## config.mk

```make
export PLATFORM = sky130hd
export DESIGN_NAME = fx_bus_arb_flat
export DESIGN_NICKNAME = d
export VERILOG_FILES = /design/src/rtl/fx_bus_pkg.sv /design/src/rtl/fx_bus_arb_if.sv /design/src/rtl/fx_rr_arb.sv /design/src/rtl/fx_bus_arb.sv /design/src/flat_wrapper.sv
export SDC_FILE = /design/constraint.sdc
export NUM_CORES = 1
export LEC_CHECK = 0
export CAP_MARGIN = 25
export CORE_MARGIN = 2
export CORE_UTILIZATION = 49
export DETAILED_ROUTE_END_ITERATION = 8
export PLACE_DENSITY = 0.86
export SLEW_MARGIN = 10
export SYNTH_ARGS = -nofsm -noshare
export SYNTH_HDL_FRONTEND = slang
export SYNTH_SLANG_ARGS = --single-unit
export TNS_END_PERCENT = 50
```

## constraint.sdc

```tcl
create_clock -name clk_sys -period 3.1 [get_ports clk_sys]
set_clock_uncertainty 0.2 [all_clocks]
set_input_delay 0.62 -clock clk_sys [delete_from_list [all_inputs] [get_ports clk_sys]]
set_output_delay 0.62 -clock clk_sys [all_outputs]
set_load 0.05 [all_outputs]
```

## src/rtl/fx_bus_pkg.sv

```systemverilog
// Shared definitions for the fx register bus: widths, device field, arbiter states, device IDs.
package fx_bus_pkg;

  localparam int unsigned FX_AW      = 22;
  localparam int unsigned FX_DW      = 8;
  localparam int unsigned FX_DEV_MSB = 21;
  localparam int unsigned FX_DEV_LSB = 16;
  localparam int unsigned FX_DEV_W   = FX_DEV_MSB - FX_DEV_LSB + 1;

  typedef enum logic [2:0] {
    ST_IDLE   = 3'd0,
    ST_WR     = 3'd1,
    ST_RD     = 3'd2,
    ST_RDWAIT = 3'd3,
    ST_RDCAP  = 3'd4
  } fx_state_e;

  localparam logic [FX_DEV_W-1:0] FX_DEV_CFG = 6'h01;
  localparam logic [FX_DEV_W-1:0] FX_DEV_ACQ = 6'h03;
  localparam logic [FX_DEV_W-1:0] FX_DEV_USB = 6'h04;

  // Device field of an fx address, as decoded by every slave.
  function automatic logic [FX_DEV_W-1:0] fx_dev(input logic [FX_AW-1:0] addr);
    return addr[FX_DEV_MSB:FX_DEV_LSB];
  endfunction

endpackage

```

## src/rtl/fx_bus_arb_if.sv

```systemverilog
// Requester-side and fx-bus-side signals of the fx bus arbiter.
interface fx_bus_arb_if
  import fx_bus_pkg::*;
#(
  parameter int unsigned NREQ = 2,
  parameter int unsigned AW   = FX_AW,
  parameter int unsigned DW   = FX_DW
) ();

  logic [NREQ-1:0]    req;
  logic [NREQ-1:0]    req_we;
  logic [NREQ*AW-1:0] req_addr;
  logic [NREQ*DW-1:0] req_wdata;
  logic [NREQ-1:0]    gnt;
  logic [NREQ-1:0]    rd_valid;
  logic [DW-1:0]      rd_data;
  logic [AW-1:0]      fx_waddr;
  logic [DW-1:0]      fx_data;
  logic               fx_wr;
  logic [AW-1:0]      fx_raddr;
  logic               fx_rd;
  logic [DW-1:0]      fx_q;
  logic               busy;

  modport master (
    input  req, req_we, req_addr, req_wdata, fx_q,
    output gnt, rd_valid, rd_data, fx_waddr, fx_data, fx_wr, fx_raddr, fx_rd, busy
  );

  modport slave (
    output req, req_we, req_addr, req_wdata, fx_q,
    input  gnt, rd_valid, rd_data, fx_waddr, fx_data, fx_wr, fx_raddr, fx_rd, busy
  );

endinterface

```

## src/rtl/fx_rr_arb.sv

```systemverilog
// Round-robin winner selection: search starts just after the last winner, pointer moves on advance.
module fx_rr_arb #(
  parameter int unsigned NREQ = 2
) (
  input  logic                    clk_sys,
  input  logic                    rst_n,
  input  logic [NREQ-1:0]         req,
  input  logic                    advance,
  output logic [NREQ-1:0]         grant_c,
  output logic [$clog2(NREQ)-1:0] win_idx_c,
  output logic                    any_c
);

  localparam int unsigned IW = $clog2(NREQ);

  logic [IW-1:0] last_q;
  logic [IW-1:0] last_d;

  always_comb begin
    grant_c   = '0;
    win_idx_c = '0;
    any_c     = 1'b0;
    for (int unsigned k = 1; k <= NREQ; k++) begin
      int unsigned idx;
      idx = (32'(last_q) + k) % NREQ;
      if (!any_c && req[IW'(idx)]) begin
        any_c     = 1'b1;
        win_idx_c = IW'(idx);
      end
    end
    if (any_c) grant_c[win_idx_c] = 1'b1;
    last_d = (advance && any_c) ? win_idx_c : last_q;
  end

  // Reset to NREQ-1 so requester 0 wins the first contention.
  always_ff @(posedge clk_sys or negedge rst_n) begin
    if (!rst_n) last_q <= IW'(NREQ - 1);
    else        last_q <= last_d;
  end

endmodule

```

## src/rtl/fx_bus_arb.sv

```systemverilog
// Shares the fx register bus between NREQ requesters; one single-byte write or read at a time.
module fx_bus_arb
  import fx_bus_pkg::*;
#(
  parameter int unsigned NREQ = 2,
  parameter int unsigned AW   = FX_AW,
  parameter int unsigned DW   = FX_DW
) (
  input logic          clk_sys,
  input logic          rst_n,
  fx_bus_arb_if.master bus
);

  localparam int unsigned IW = $clog2(NREQ);

  fx_state_e state_q, state_d;

  logic [NREQ-1:0] grant_c;
  logic [IW-1:0]   win_idx_c;
  logic            any_req_c;
  logic            advance_c;

  logic [IW-1:0]   win_q, win_d;
  logic            we_q, we_d;
  logic [AW-1:0]   addr_q, addr_d;
  logic [DW-1:0]   wdata_q, wdata_d;

  logic [NREQ-1:0] gnt_q, gnt_d;
  logic [NREQ-1:0] rd_valid_q, rd_valid_d;
  logic [DW-1:0]   rd_data_q, rd_data_d;
  logic [AW-1:0]   fx_waddr_q, fx_waddr_d;
  logic [DW-1:0]   fx_data_q, fx_data_d;
  logic            fx_wr_q, fx_wr_d;
  logic [AW-1:0]   fx_raddr_q, fx_raddr_d;
  logic            fx_rd_q, fx_rd_d;
  logic            busy_q, busy_d;

  fx_rr_arb #(.NREQ(NREQ)) u_rr (
    .clk_sys   (clk_sys),
    .rst_n     (rst_n),
    .req       (bus.req),
    .advance   (advance_c),
    .grant_c   (grant_c),
    .win_idx_c (win_idx_c),
    .any_c     (any_req_c)
  );

  // Outputs are registered, so each state drives what becomes visible one cycle later.
  always_comb begin
    state_d    = state_q;
    advance_c  = 1'b0;
    win_d      = win_q;
    we_d       = we_q;
    addr_d     = addr_q;
    wdata_d    = wdata_q;
    gnt_d      = '0;
    rd_valid_d = '0;
    rd_data_d  = rd_data_q;
    fx_waddr_d = fx_waddr_q;
    fx_data_d  = fx_data_q;
    fx_wr_d    = 1'b0;
    fx_raddr_d = fx_raddr_q;
    fx_rd_d    = 1'b0;
    busy_d     = (state_q != ST_IDLE);

    unique case (state_q)
      ST_IDLE: begin
        if (any_req_c) begin
          advance_c = 1'b1;
          gnt_d     = grant_c;
          win_d     = win_idx_c;
          we_d      = bus.req_we[win_idx_c];
          addr_d    = bus.req_addr[32'(win_idx_c) * AW +: AW];
          wdata_d   = bus.req_wdata[32'(win_idx_c) * DW +: DW];
          state_d   = bus.req_we[win_idx_c] ? ST_WR : ST_RD;
        end
      end
      ST_WR: begin
        fx_wr_d    = 1'b1;
        fx_waddr_d = addr_q;
        fx_data_d  = wdata_q;
        state_d    = ST_IDLE;
      end
      ST_RD: begin
        fx_rd_d    = 1'b1;
        fx_raddr_d = addr_q;
        state_d    = ST_RDWAIT;
      end
      ST_RDWAIT: begin
        state_d = ST_RDCAP;
      end
      ST_RDCAP: begin
        rd_data_d         = bus.fx_q;
        rd_valid_d[win_q] = 1'b1;
        state_d           = ST_IDLE;
      end
      default: begin
        state_d = ST_IDLE;
      end
    endcase
  end

  always_ff @(posedge clk_sys or negedge rst_n) begin
    if (!rst_n) begin
      state_q    <= ST_IDLE;
      win_q      <= '0;
      we_q       <= 1'b0;
      addr_q     <= '0;
      wdata_q    <= '0;
      gnt_q      <= '0;
      rd_valid_q <= '0;
      rd_data_q  <= '0;
      fx_waddr_q <= '0;
      fx_data_q  <= '0;
      fx_wr_q    <= 1'b0;
      fx_raddr_q <= '0;
      fx_rd_q    <= 1'b0;
      busy_q     <= 1'b0;
    end else begin
      state_q    <= state_d;
      win_q      <= win_d;
      we_q       <= we_d;
      addr_q     <= addr_d;
      wdata_q    <= wdata_d;
      gnt_q      <= gnt_d;
      rd_valid_q <= rd_valid_d;
      rd_data_q  <= rd_data_d;
      fx_waddr_q <= fx_waddr_d;
      fx_data_q  <= fx_data_d;
      fx_wr_q    <= fx_wr_d;
      fx_raddr_q <= fx_raddr_d;
      fx_rd_q    <= fx_rd_d;
      busy_q     <= busy_d;
    end
  end

  assign bus.gnt      = gnt_q;
  assign bus.rd_valid = rd_valid_q;
  assign bus.rd_data  = rd_data_q;
  assign bus.fx_waddr = fx_waddr_q;
  assign bus.fx_data  = fx_data_q;
  assign bus.fx_wr    = fx_wr_q;
  assign bus.fx_raddr = fx_raddr_q;
  assign bus.fx_rd    = fx_rd_q;
  assign bus.busy     = busy_q;

endmodule

```

## src/flat_wrapper.sv

```systemverilog
// flat-port wrapper written by rule: the top's interface ports become plain ports
module fx_bus_arb_flat import fx_bus_pkg::*;
#(
  parameter int unsigned NREQ = 2,
  parameter int unsigned AW   = FX_AW,
  parameter int unsigned DW   = FX_DW
)
  (clk_sys, rst_n, bus_req, bus_req_we, bus_req_addr, bus_req_wdata, bus_fx_q, bus_gnt, bus_rd_valid, bus_rd_data, bus_fx_waddr, bus_fx_data, bus_fx_wr, bus_fx_raddr, bus_fx_rd, bus_busy);
  fx_bus_arb_if #(.NREQ(NREQ), .AW(AW), .DW(DW)) bus_i ();
  input logic clk_sys;
  input logic rst_n;
  input wire logic [$bits(bus_i.req)-1:0] bus_req;
  input wire logic [$bits(bus_i.req_we)-1:0] bus_req_we;
  input wire logic [$bits(bus_i.req_addr)-1:0] bus_req_addr;
  input wire logic [$bits(bus_i.req_wdata)-1:0] bus_req_wdata;
  input wire logic [$bits(bus_i.fx_q)-1:0] bus_fx_q;
  output wire logic [$bits(bus_i.gnt)-1:0] bus_gnt;
  output wire logic [$bits(bus_i.rd_valid)-1:0] bus_rd_valid;
  output wire logic [$bits(bus_i.rd_data)-1:0] bus_rd_data;
  output wire logic [$bits(bus_i.fx_waddr)-1:0] bus_fx_waddr;
  output wire logic [$bits(bus_i.fx_data)-1:0] bus_fx_data;
  output wire logic [$bits(bus_i.fx_wr)-1:0] bus_fx_wr;
  output wire logic [$bits(bus_i.fx_raddr)-1:0] bus_fx_raddr;
  output wire logic [$bits(bus_i.fx_rd)-1:0] bus_fx_rd;
  output wire logic [$bits(bus_i.busy)-1:0] bus_busy;
  assign bus_i.req = bus_req;
  assign bus_i.req_we = bus_req_we;
  assign bus_i.req_addr = bus_req_addr;
  assign bus_i.req_wdata = bus_req_wdata;
  assign bus_i.fx_q = bus_fx_q;
  assign bus_gnt = bus_i.gnt;
  assign bus_rd_valid = bus_i.rd_valid;
  assign bus_rd_data = bus_i.rd_data;
  assign bus_fx_waddr = bus_i.fx_waddr;
  assign bus_fx_data = bus_i.fx_data;
  assign bus_fx_wr = bus_i.fx_wr;
  assign bus_fx_raddr = bus_i.fx_raddr;
  assign bus_fx_rd = bus_i.fx_rd;
  assign bus_busy = bus_i.busy;
  fx_bus_arb #(.NREQ(NREQ), .AW(AW), .DW(DW)) u_core (.clk_sys(clk_sys), .rst_n(rst_n), .bus(bus_i));
endmodule
```

==> metrics.csv, run 1 <==
metric,value,unit
maximum buffer depth of the clock tree,2,
largest net degree at the start of global routing,55,
number of input and output port buffers inserted,140,
average wire per standard cell,17.9,microns
final count of pins violating max slew,0,
Final Cycle Share,78.8,%
met1 routing resource usage after global routing,27.9,%
Iteration-0 DRC Markers,157,
TritonCTS clock tree,done,
run status,"complete, no violations",
most frequently used flop master after synthesis,sky130_fd_sc_hd__dfrtp_1,
routability congestion estimate from global placement,0.749,
Overflow after GRT,0,
count of endpoints failing setup in the final report,0,
top-area cell type share of the netlist area,62.0,%
post-synthesis cell type with the largest combined area,sky130_fd_sc_hd__dfrtp_1,
"Req. time, crit path",3180,ps
number of antenna diodes,0,
latest clock arrival within the worst-skew pair,360,ps
total die area,0.00906,sq mm
Slowest cell on crit path,sky130_fd_sc_hd__nor3b_4,
detailed-routing iteration count for the pre-antenna-repair pass,4,
total chip power,7.19,mW
biggest fanout along the worst timing path,16,
cts hold-fix bufs,0,
sequential area share after synthesis,62.7,%
RSZ-0062 raised after global routing,false,
cell types with the largest area share after synthesis,"sky130_fd_sc_hd__dfrtp_1 62%, sky130_fd_sc_hd__mux2_2 17%, sky130_fd_sc_hd__a221o_1 7.4%",
clock slew at reported path FFs,100,ps
max-cap violation count,0,
Site Rows,33,
post-layout min period,2440,ps
starting density of the core,50.1,%
antenna-violating nets left,0,
synthesized instance count,296,
die extent in x,95.2,microns
count of vias placed by the detailed router,2923,
"Async S/R FF share, synth",100,%
count of different cell masters after synthesis,22,
average vias per placed instance,5.35,
drc violations,0,
share of post-route cells with drive strength above 1,20.9,%
type of the most critical hold path,input port to asynchronous set/reset pin,
cts bufs inserted,9,
number of synthesized register bits,102,
total of warnings raised by yosys,0,
first-pass GRT wire length,14900,microns
die span in y,95.2,microns
GRT met3 Usage,5.45,%
H-tree Lvls,3,
maximum vdd ir drop,621,uV
root cell of the clock tree,sky130_fd_sc_hd__clkbuf_8,
most frequent cells after synthesis,"101 x sky130_fd_sc_hd__dfrtp_1, 60 x sky130_fd_sc_hd__mux2_2, 31 x sky130_fd_sc_hd__inv_1",
max-slew headroom at the worst pin,48.4,%
critical path cell sequence,clkdlybuf4s50_1 -> nor2b_1 -> nor3b_4 -> buf_4 -> a221o_1,
critical path capture point type,flip-flop,
cell with the most instances after synthesis,sky130_fd_sc_hd__dfrtp_1,
leakage power figure,2.59,nW
data arrival time of the critical path,2530,ps
delay of the slowest cell on the worst path,680,ps
total negative setup slack,0,ps
"wirelength, routed",9780,microns
antenna violations before repair,0,
final hold vios,0,
num ports,141,
area of the core,0.00813,sq mm
Post-synth EDFFs,0,
global-route usage over all layers,21.9,%
global-route met2 utilization,37.4,%
layout overhead on the synthesized area,42.9,%
synthesized netlist net count,370,
P per Cell Area,1230,mW/mm^2
post-synthesis instance area,0.00408,sq mm
f_max,410,MHz
worst-margin pin slew,772,ps
post-CTS setup repair buffer count,0,
average instance area after synthesis,13.8,sq um
sort of element at the start of the critical path,input port,
Resized cells post-CTS,0,
via count of the first global-routing pass,2937,
GRT busiest layer,met2,
post-DP HPWL,6740,microns
Total Nets Final,510,
WS Path Type,input port to flip-flop,
sink count of the clock tree,102,
## final cells by class
class	count	area (sq um)
well taps	105	131
clock inverters	7	104
repair buffers	150	1500
clock buffers	9	124
multi-input cells	142	1300
flip-flops and latches	102	2550
fillers	579	2310
inverters	31	116
## logic make-up after synthesis
kind of cell	synth area share [%]
DFF	62.7
muxes	16.6
buffers and inverters	5.80
and+or+nand+nor	6.08
AOI/OAI and AO/OA	8.87
## cell usage in the layout, fill, tap and decap left out, drive strengths merged
| master | instances |
|---|---|
| clkdlybuf4s50 | 139 |
| dfrtp | 101 |
| mux2 | 60 |
| inv | 33 |
| nor3 | 30 |
| a221o | 30 |
| buf | 11 |
| clkbuf | 9 |
| nor2 | 5 |
| nor3b | 4 |
| clkinv | 3 |
| and2 | 2 |
| nor2b | 2 |
| a21o | 2 |
| o31a | 2 |
| bufinv | 2 |
| or3 | 1 |
| a21bo | 1 |
| o21bai | 1 |
| and3b | 1 |
| nand2 | 1 |
| dfstp | 1 |
## per-layer routing
layer  share of wire (%)  up-vias
met5                   0        -
met4                0.70        0
met3                 6.8        6
met2                  52      126
met1                  41     1464
li1                    -     1327
## power breakdown
| group | leakage, nW | total, mW | internal (mW) | switching (mW) |
|---|---|---|---|---|
| registers | 1.27 | 2.36 | 1.97 | 0.392 |
| logic | 1.21 | 3.89 | 1.58 | 2.31 |
| clock network | 0.114 | 0.933 | 0.465 | 0.467 |
## registers in the layout (all words and copies together) (netlist names), 3 cells and up
name / count
u_core.state_q: 3
u_core.wdata_q: 8
u_core.addr_q: 22
u_core.bus.fx_data: 8
u_core.bus.fx_raddr: 22
u_core.bus.rd_data: 8
u_core.bus.fx_waddr: 22
## stage by stage
step / utilization [%] / instance area [sq um] / hold slack (ps) / setup WS (ps) / std cells
6_report: 71.6 / 5820 / 67.8 / 658 / 546
5_1_grt: 71.6 / 5820 / 111 / 602 / 546
4_1_cts: 71.6 / 5820 / 83.9 / 672 / 546
3_5_place_dp: 68.8 / 5600 / 240 / 302 / 530
3_3_place_gp: 68.8 / 5600 / 236 / 364 / 530
2_1_floorplan: - / 4080 / 124 / 1220 / 296
## worst paths after layout
kind	endpoint	slack [ps]	start	cells after the start
hold / removal	u_core.bus.rd_data[4]	70	rst_n	1
setup reg to reg	u_core.addr_q[12]	700	u_core.state_q[2]	4
max in group asynchronous	u_core.bus.fx_waddr[4]	1890	rst_n	2
setup / recovery	u_core.addr_q[12]	660	bus_req[1]	5
min in group clk_sys	u_core.bus.rd_valid[0]	250	u_core.win_q	1
hold reg to reg	u_core.bus.rd_valid[0]	250	u_core.win_q	1
## critical path: cells and delay by family
family | cells | cell delay, ps
and+or+nand+nor | 2 | 890
buffers and inverters | 2 | 830
AOI/OAI and AO/OA | 1 | 180
Power figures use the tool's default switching activity.
==> run 2, diff against run 1 <==
Settings changed: CORE_UTILIZATION 49 to 45, PLACE_DENSITY 0.86 to 0.8.
Clock period 3.1 ns to 2.4 ns, I/O delays scaled along.
==> metrics.csv, run 2 (synthesis gave the netlist of run 1 again) <==
metric,value,unit,change
Iteration-0 DRC Markers,74,,-53%
die extent in x,99.2,microns,+4.2%
worst-margin pin slew,539,ps,-234 ps
P per Cell Area,1560,mW/mm^2,+27%
leakage power figure,2.62,nW,+0.93%
final count of pins violating max slew,0,,unchanged
critical path capture point type,output pin,,
detailed-routing iteration count for the pre-antenna-repair pass,4,,unchanged
die span in y,99.2,microns,+4.2%
WS Path Type,flip-flop to output pin,,
via count of the first global-routing pass,3177,,+8.2%
Resized cells post-CTS,0,,unchanged
latest clock arrival within the worst-skew pair,360,ps,about the same
sink count of the clock tree,102,,unchanged
run status,"complete, no violations",,
first-pass GRT wire length,16200,microns,+8.6%
Net Sw Frac,44.4,%,+0.30 points
Final Instance Area,0.00586,sq mm,+0.67%
critical path cell sequence,clkdlybuf4s50_1,,
share of post-route cells with drive strength above 1,21.5,%,+0.61 points
root cell of the clock tree,sky130_fd_sc_hd__clkbuf_8,,
num ports,141,,unchanged
number of input and output port buffers inserted,140,,unchanged
delay of the slowest cell on the worst path,820,ps,+140 ps
count of vias placed by the detailed router,2943,,+0.68%
largest net degree at the start of global routing,40,,-27%
data arrival time of the critical path,1550,ps,-980 ps
cts hold-fix bufs,1,,+1
Site Rows,34,,+3.0%
fill cell instance count of the final layout,654,,+13%
slack of the worst reg-to-reg path,260,ps,-440 ps
most used cells in the layout excluding fill and tap cells,"139 x sky130_fd_sc_hd__clkdlybuf4s50_1, 101 x sky130_fd_sc_hd__dfrtp_1, 60 x sky130_fd_sc_hd__mux2_2",,
biggest fanout along the worst timing path,2,,-14
TritonCTS clock tree,done,,
f_max,449,MHz,
final hold vios,0,,unchanged
"Req. time, crit path",1720,ps,-1460 ps
layout overhead on the synthesized area,43.9,%,
power share of the combinational group,55.3,%,+1.2 points
post-CTS setup repair buffer count,0,,unchanged
antenna-violating nets left,0,,unchanged
"wirelength, routed",9960,microns,+1.9%
starting density of the core,46.5,%,-3.6 points
routability congestion estimate from global placement,0.744,,-0.71%
total die area,0.00983,sq mm,+8.5%
post-DP HPWL,6930,microns,+2.8%
cts bufs inserted,9,,unchanged
sequential cell fraction of total power,33.2,%,+0.3 points
minimum hold slack,258,ps,+190 ps
total buffers and inverters traversed by the critical path,1,,-1
drc violations,0,,unchanged
type of the most critical hold path,flip-flop to flip-flop,,
portion of total power attributed to the clock network,11.5,%,-1.5 points
global-route usage over all layers,20.9,%,-0.93 points
clock slew at reported path FFs,90,ps,about the same
count of endpoints failing setup in the final report,0,,unchanged
pre-CTS worst setup slack,113,ps,-189 ps
area of the core,0.00876,sq mm,+7.7%
Slowest cell on crit path,sky130_fd_sc_hd__clkdlybuf4s50_1,,
max-cap violation count,0,,unchanged
sort of element at the start of the critical path,flip-flop,,
worst setup margin,172,ps,-487 ps
maximum buffer depth of the clock tree,2,,unchanged
total placed instance area,0.00566,sq mm,+1.2%
post-layout min period,2230,ps,
max-slew headroom at the worst pin,64.0,%,+16 points
most frequent standard cell in the layout excluding fill and tap cells,sky130_fd_sc_hd__clkdlybuf4s50_1,,
net switching power,4.07,mW,+28%
Top Family by Delay on Critical Path,buffers and inverters,,
average vias per placed instance,5.30,,-0.95%
average wire per standard cell,18.0,microns,+0.20%
Final Cycle Share,92.8,%,
H-tree Lvls,3,,unchanged
maximum vdd ir drop,810,uV,+30%
number of antenna diodes,0,,unchanged
antenna violations before repair,0,,unchanged
internal power of the cells,5.08,mW,+27%
Total Nets Final,516,,+1.2%
total negative setup slack,0,ps,unchanged
post-layout util,66.9,%,-4.7 points
RSZ-0062 raised after global routing,false,,
Overflow after GRT,0,,unchanged
-- run 2: cell count changes in the layout (fill, tap and decap cells not counted) --
cell	previous run	this run
sky130_fd_sc_hd__clkbuf_1	0	1
sky130_fd_sc_hd__buf_4	9	12
sky130_fd_sc_hd__inv_6	2	0
sky130_fd_sc_hd__clkinv_4	3	2
sky130_fd_sc_hd__buf_12	2	4
sky130_fd_sc_hd__clkinv_2	0	3
sky130_fd_sc_hd__dlygate4sd3_1	0	1
sky130_fd_sc_hd__bufinv_16	2	1
-- run 2: power by group through the flow --
stage,clock (mW),combinational [mW],sequential [mW]
finish,1.06,5.06,3.04
global route,1.15,5.31,3.14
CTS,1.08,5.10,3.04
detailed placement,0,5.10,3.06
global placement,0,4.99,3.02
floorplan,0,1.65,4.78
-- run 2: metal layers --
layer	wire length (microns)	GRT usage (%)	vias to the layer above
met5	0	0	-
met4	154	6.85	0
met3	608	4.22	16
met2	5020	35.2	107
met1	4180	27.5	1476
li1	-	-	1344
-- run 2: worst paths after layout --
| check | from | to | cells after the start |
|---|---|---|---|
| setup / recovery | u_core.bus.fx_raddr[19] | bus_fx_raddr[19] | 1 |
| hold / removal | u_core.win_q | u_core.bus.rd_valid[0] | 1 |
| setup reg to reg | u_core.state_q[2] | u_core.wdata_q[7] | 4 |
| hold reg to reg | u_core.win_q | u_core.bus.rd_valid[0] | 1 |
| max in group asynchronous | rst_n | u_core.u_rr.last_q | 3 |
| min in group asynchronous | rst_n | u_core.bus.rd_data[1] | 2 |
-- run 2: final cells by class --
cell class,instances,area [sq um],area share (%)
Clock buffer,10,128,2.18
Clock inverter,6,62.6,1.07
Inverter,31,116,1.98
Multi-Input combinational cell,142,1300,22.1
Sequential cell,102,2550,43.6
Tap cell,108,135,2.30
Timing Repair Buffer,156,1570,26.8
-- run 2: metrics by stage --
stage	total power [mW]	cells
global placement	8.00	538
global route	9.61	555
CTS	9.22	555
floorplan	6.43	296
detailed placement	8.16	538
finish	9.15	555
==> run 3, diff against run 2 <==
Settings changed: CORE_MARGIN 2 to 3, CORE_UTILIZATION 45 to 25, PLACE_DENSITY 0.8 to default, TNS_END_PERCENT 50 to 30.
==> metrics.csv, run 3 (synthesis gave the netlist of run 1 again) <==
metric,value,unit,change
run status,"complete, no violations",,
sequential cell fraction of total power,32.2,%,-1.0 points
antenna violations before repair,0,,unchanged
post-layout util,38.1,%,-29 points
fill cell instance count of the final layout,1555,,+140%
most used cells in the layout excluding fill and tap cells,"138 x sky130_fd_sc_hd__clkdlybuf4s50_1, 101 x sky130_fd_sc_hd__dfrtp_1, 60 x sky130_fd_sc_hd__mux2_2",,
final count of pins violating max slew,0,,unchanged
count of endpoints failing setup in the final report,0,,unchanged
routability congestion estimate from global placement,0.762,,+2.4%
RSZ-0062 raised after global routing,false,,
die extent in x,134,microns,+35%
Site Rows,46,,+35%
share of post-route cells with drive strength above 1,21.3,%,-0.13 points
starting density of the core,25.6,%,-21 points
"wirelength, routed",10900,microns,+9.0%
maximum vdd ir drop,681,uV,-16%
Final Cycle Share,92.7,%,-0.13 points
first-pass GRT wire length,17600,microns,+8.7%
TritonCTS clock tree,done,,
average vias per placed instance,4.38,,-17%
total placed instance area,0.00578,sq mm,+2.1%
via count of the first global-routing pass,3209,,+1.0%
Crit Reg-Reg Startpoint,u_core.state_q[2],,
most frequent standard cell in the layout excluding fill and tap cells,sky130_fd_sc_hd__clkdlybuf4s50_1,,
drc violations,0,,unchanged
WS Path Type,flip-flop to output pin,,
number of antenna diodes,0,,unchanged
area of the core,0.0159,sq mm,+82%
sort of element at the start of the critical path,flip-flop,,
routed length on met3,678,microns,+12%
total negative setup slack,0,ps,unchanged
power share of the combinational group,53.2,%,-2.1 points
type of the most critical hold path,flip-flop to flip-flop,,
f_max,449,MHz,+0.14%
latest clock arrival within the worst-skew pair,340,ps,-20 ps
sink count of the clock tree,102,,unchanged
leakage power figure,2.65,nW,+1.2%
net switching power,4.12,mW,+1.3%
Net Sw Frac,43.3,%,-1.1 points
average wire per standard cell,16.4,microns,-8.5%
Top Family by Delay on Critical Path,buffers and inverters,,
count of vias placed by the detailed router,2897,,-1.6%
internal power of the cells,5.39,mW,+6.1%
final hold vios,0,,unchanged
global-route usage over all layers,12.5,%,-8.4 points
Final Instance Area,0.00608,sq mm,+3.7%
largest net degree at the start of global routing,52,,+30%
clock slew at reported path FFs,70,ps,-20 ps
critical path capture point type,output pin,,
worst-margin pin slew,891,ps,+353 ps
DRT met1 WL,4980,microns,+19%
biggest fanout along the worst timing path,2,,unchanged
portion of total power attributed to the clock network,14.7,%,+3.2 points
highest metal used,met4,,
Overflow after GRT,0,,unchanged
P per Cell Area,1570,mW/mm^2,+0.28%
met2 WL,5090,microns,+1.4%
footprint of the multi-input gates,0.00130,sq mm,unchanged
cts bufs inserted,9,,unchanged
antenna-violating nets left,0,,unchanged
total die area,0.0179,sq mm,+82%
critical path cell sequence,clkdlybuf4s50_1,,
die span in y,134,microns,+35%
data arrival time of the critical path,1550,ps,about the same
maximum buffer depth of the clock tree,2,,unchanged
detailed-routing iteration count for the pre-antenna-repair pass,4,,unchanged
max-cap violation count,0,,unchanged
H-tree Lvls,3,,unchanged
post-DP HPWL,7610,microns,+9.8%
total buffers and inverters traversed by the critical path,1,,unchanged
hold path startpoint,u_core.win_q,,
layout overhead on the synthesized area,49.2,%,
Iteration-0 DRC Markers,124,,+68%
num ports,141,,unchanged
max-slew headroom at the worst pin,40.4,%,-24 points
root cell of the clock tree,sky130_fd_sc_hd__clkbuf_16,,
Total Nets Final,514,,-0.39%
delay of the slowest cell on the worst path,820,ps,about the same
Slowest cell on crit path,sky130_fd_sc_hd__clkdlybuf4s50_1,,
timing startpoint of the critical path,u_core.bus.fx_waddr[1],,
post-layout min period,2230,ps,-3.16 ps
number of input and output port buffers inserted,140,,unchanged
area of all sequential standard cells,0.00255,sq mm,unchanged
"Req. time, crit path",1720,ps,about the same
-- run 3: power by group through the flow --
stage	Clock, mW	Sequential (mW)	Combinational (mW)
3_5_place_dp	0	3.08	5.13
6_report	1.39	3.06	5.06
2_1_floorplan	0	4.78	1.65
4_1_cts	1.46	3.07	5.14
5_1_grt	1.53	3.16	5.34
3_3_place_gp	0	3.05	5.05
-- run 3: final cells by class --
| cell class | instances | area share (%) |
|---|---|---|
| clock buffer | 13 | 4.45 |
| clock inverter | 3 | 0.288 |
| inverter | 31 | 1.91 |
| multi-input combinational | 142 | 21.3 |
| sequential | 102 | 42.0 |
| tap | 216 | 4.45 |
| timing repair buffer | 154 | 25.6 |
-- run 3: routing by layer --
metal,vias to the layer above,GRT usage [%]
met5,-,0
met3,7,4.19
li1,1343,-
met4,0,3.54
met2,99,19.6
met1,1448,16.7
-- run 3: path summary, 6_finish.rpt --
check                           cells past startpoint                endpoint  slack (ps)
max in group asynchronous                           3       u_core.addr_q[15]         930
worst min-delay path                                1  u_core.bus.rd_valid[0]         270
worst min register to register                      1  u_core.bus.rd_valid[0]         270
worst max register to register                      3        u_core.addr_q[7]         310
worst max-delay path                                1         bus_fx_waddr[1]         170
min in group asynchronous                           2   u_core.bus.rd_data[2]         410
-- run 3: timing repair --
action / in CTS / in global routing
setup buffers: 0 / 0
resized for setup: 0 / 0
hold buffers: 1 / 0
endpoints found under the hold margin: 26 / 0
-- run 3: metrics by stage --
step                      hold WS [ps]  power [mW]  setup WS [ps]  std cells
after CTS                          270        9.67            151        661
after global routing               293        10.0            118        661
after global placement             230        8.10            104        644
final                              267        9.51            175        661
after detailed placement           235        8.21           55.1        644
after floorplan                  -15.6        6.43            582        296
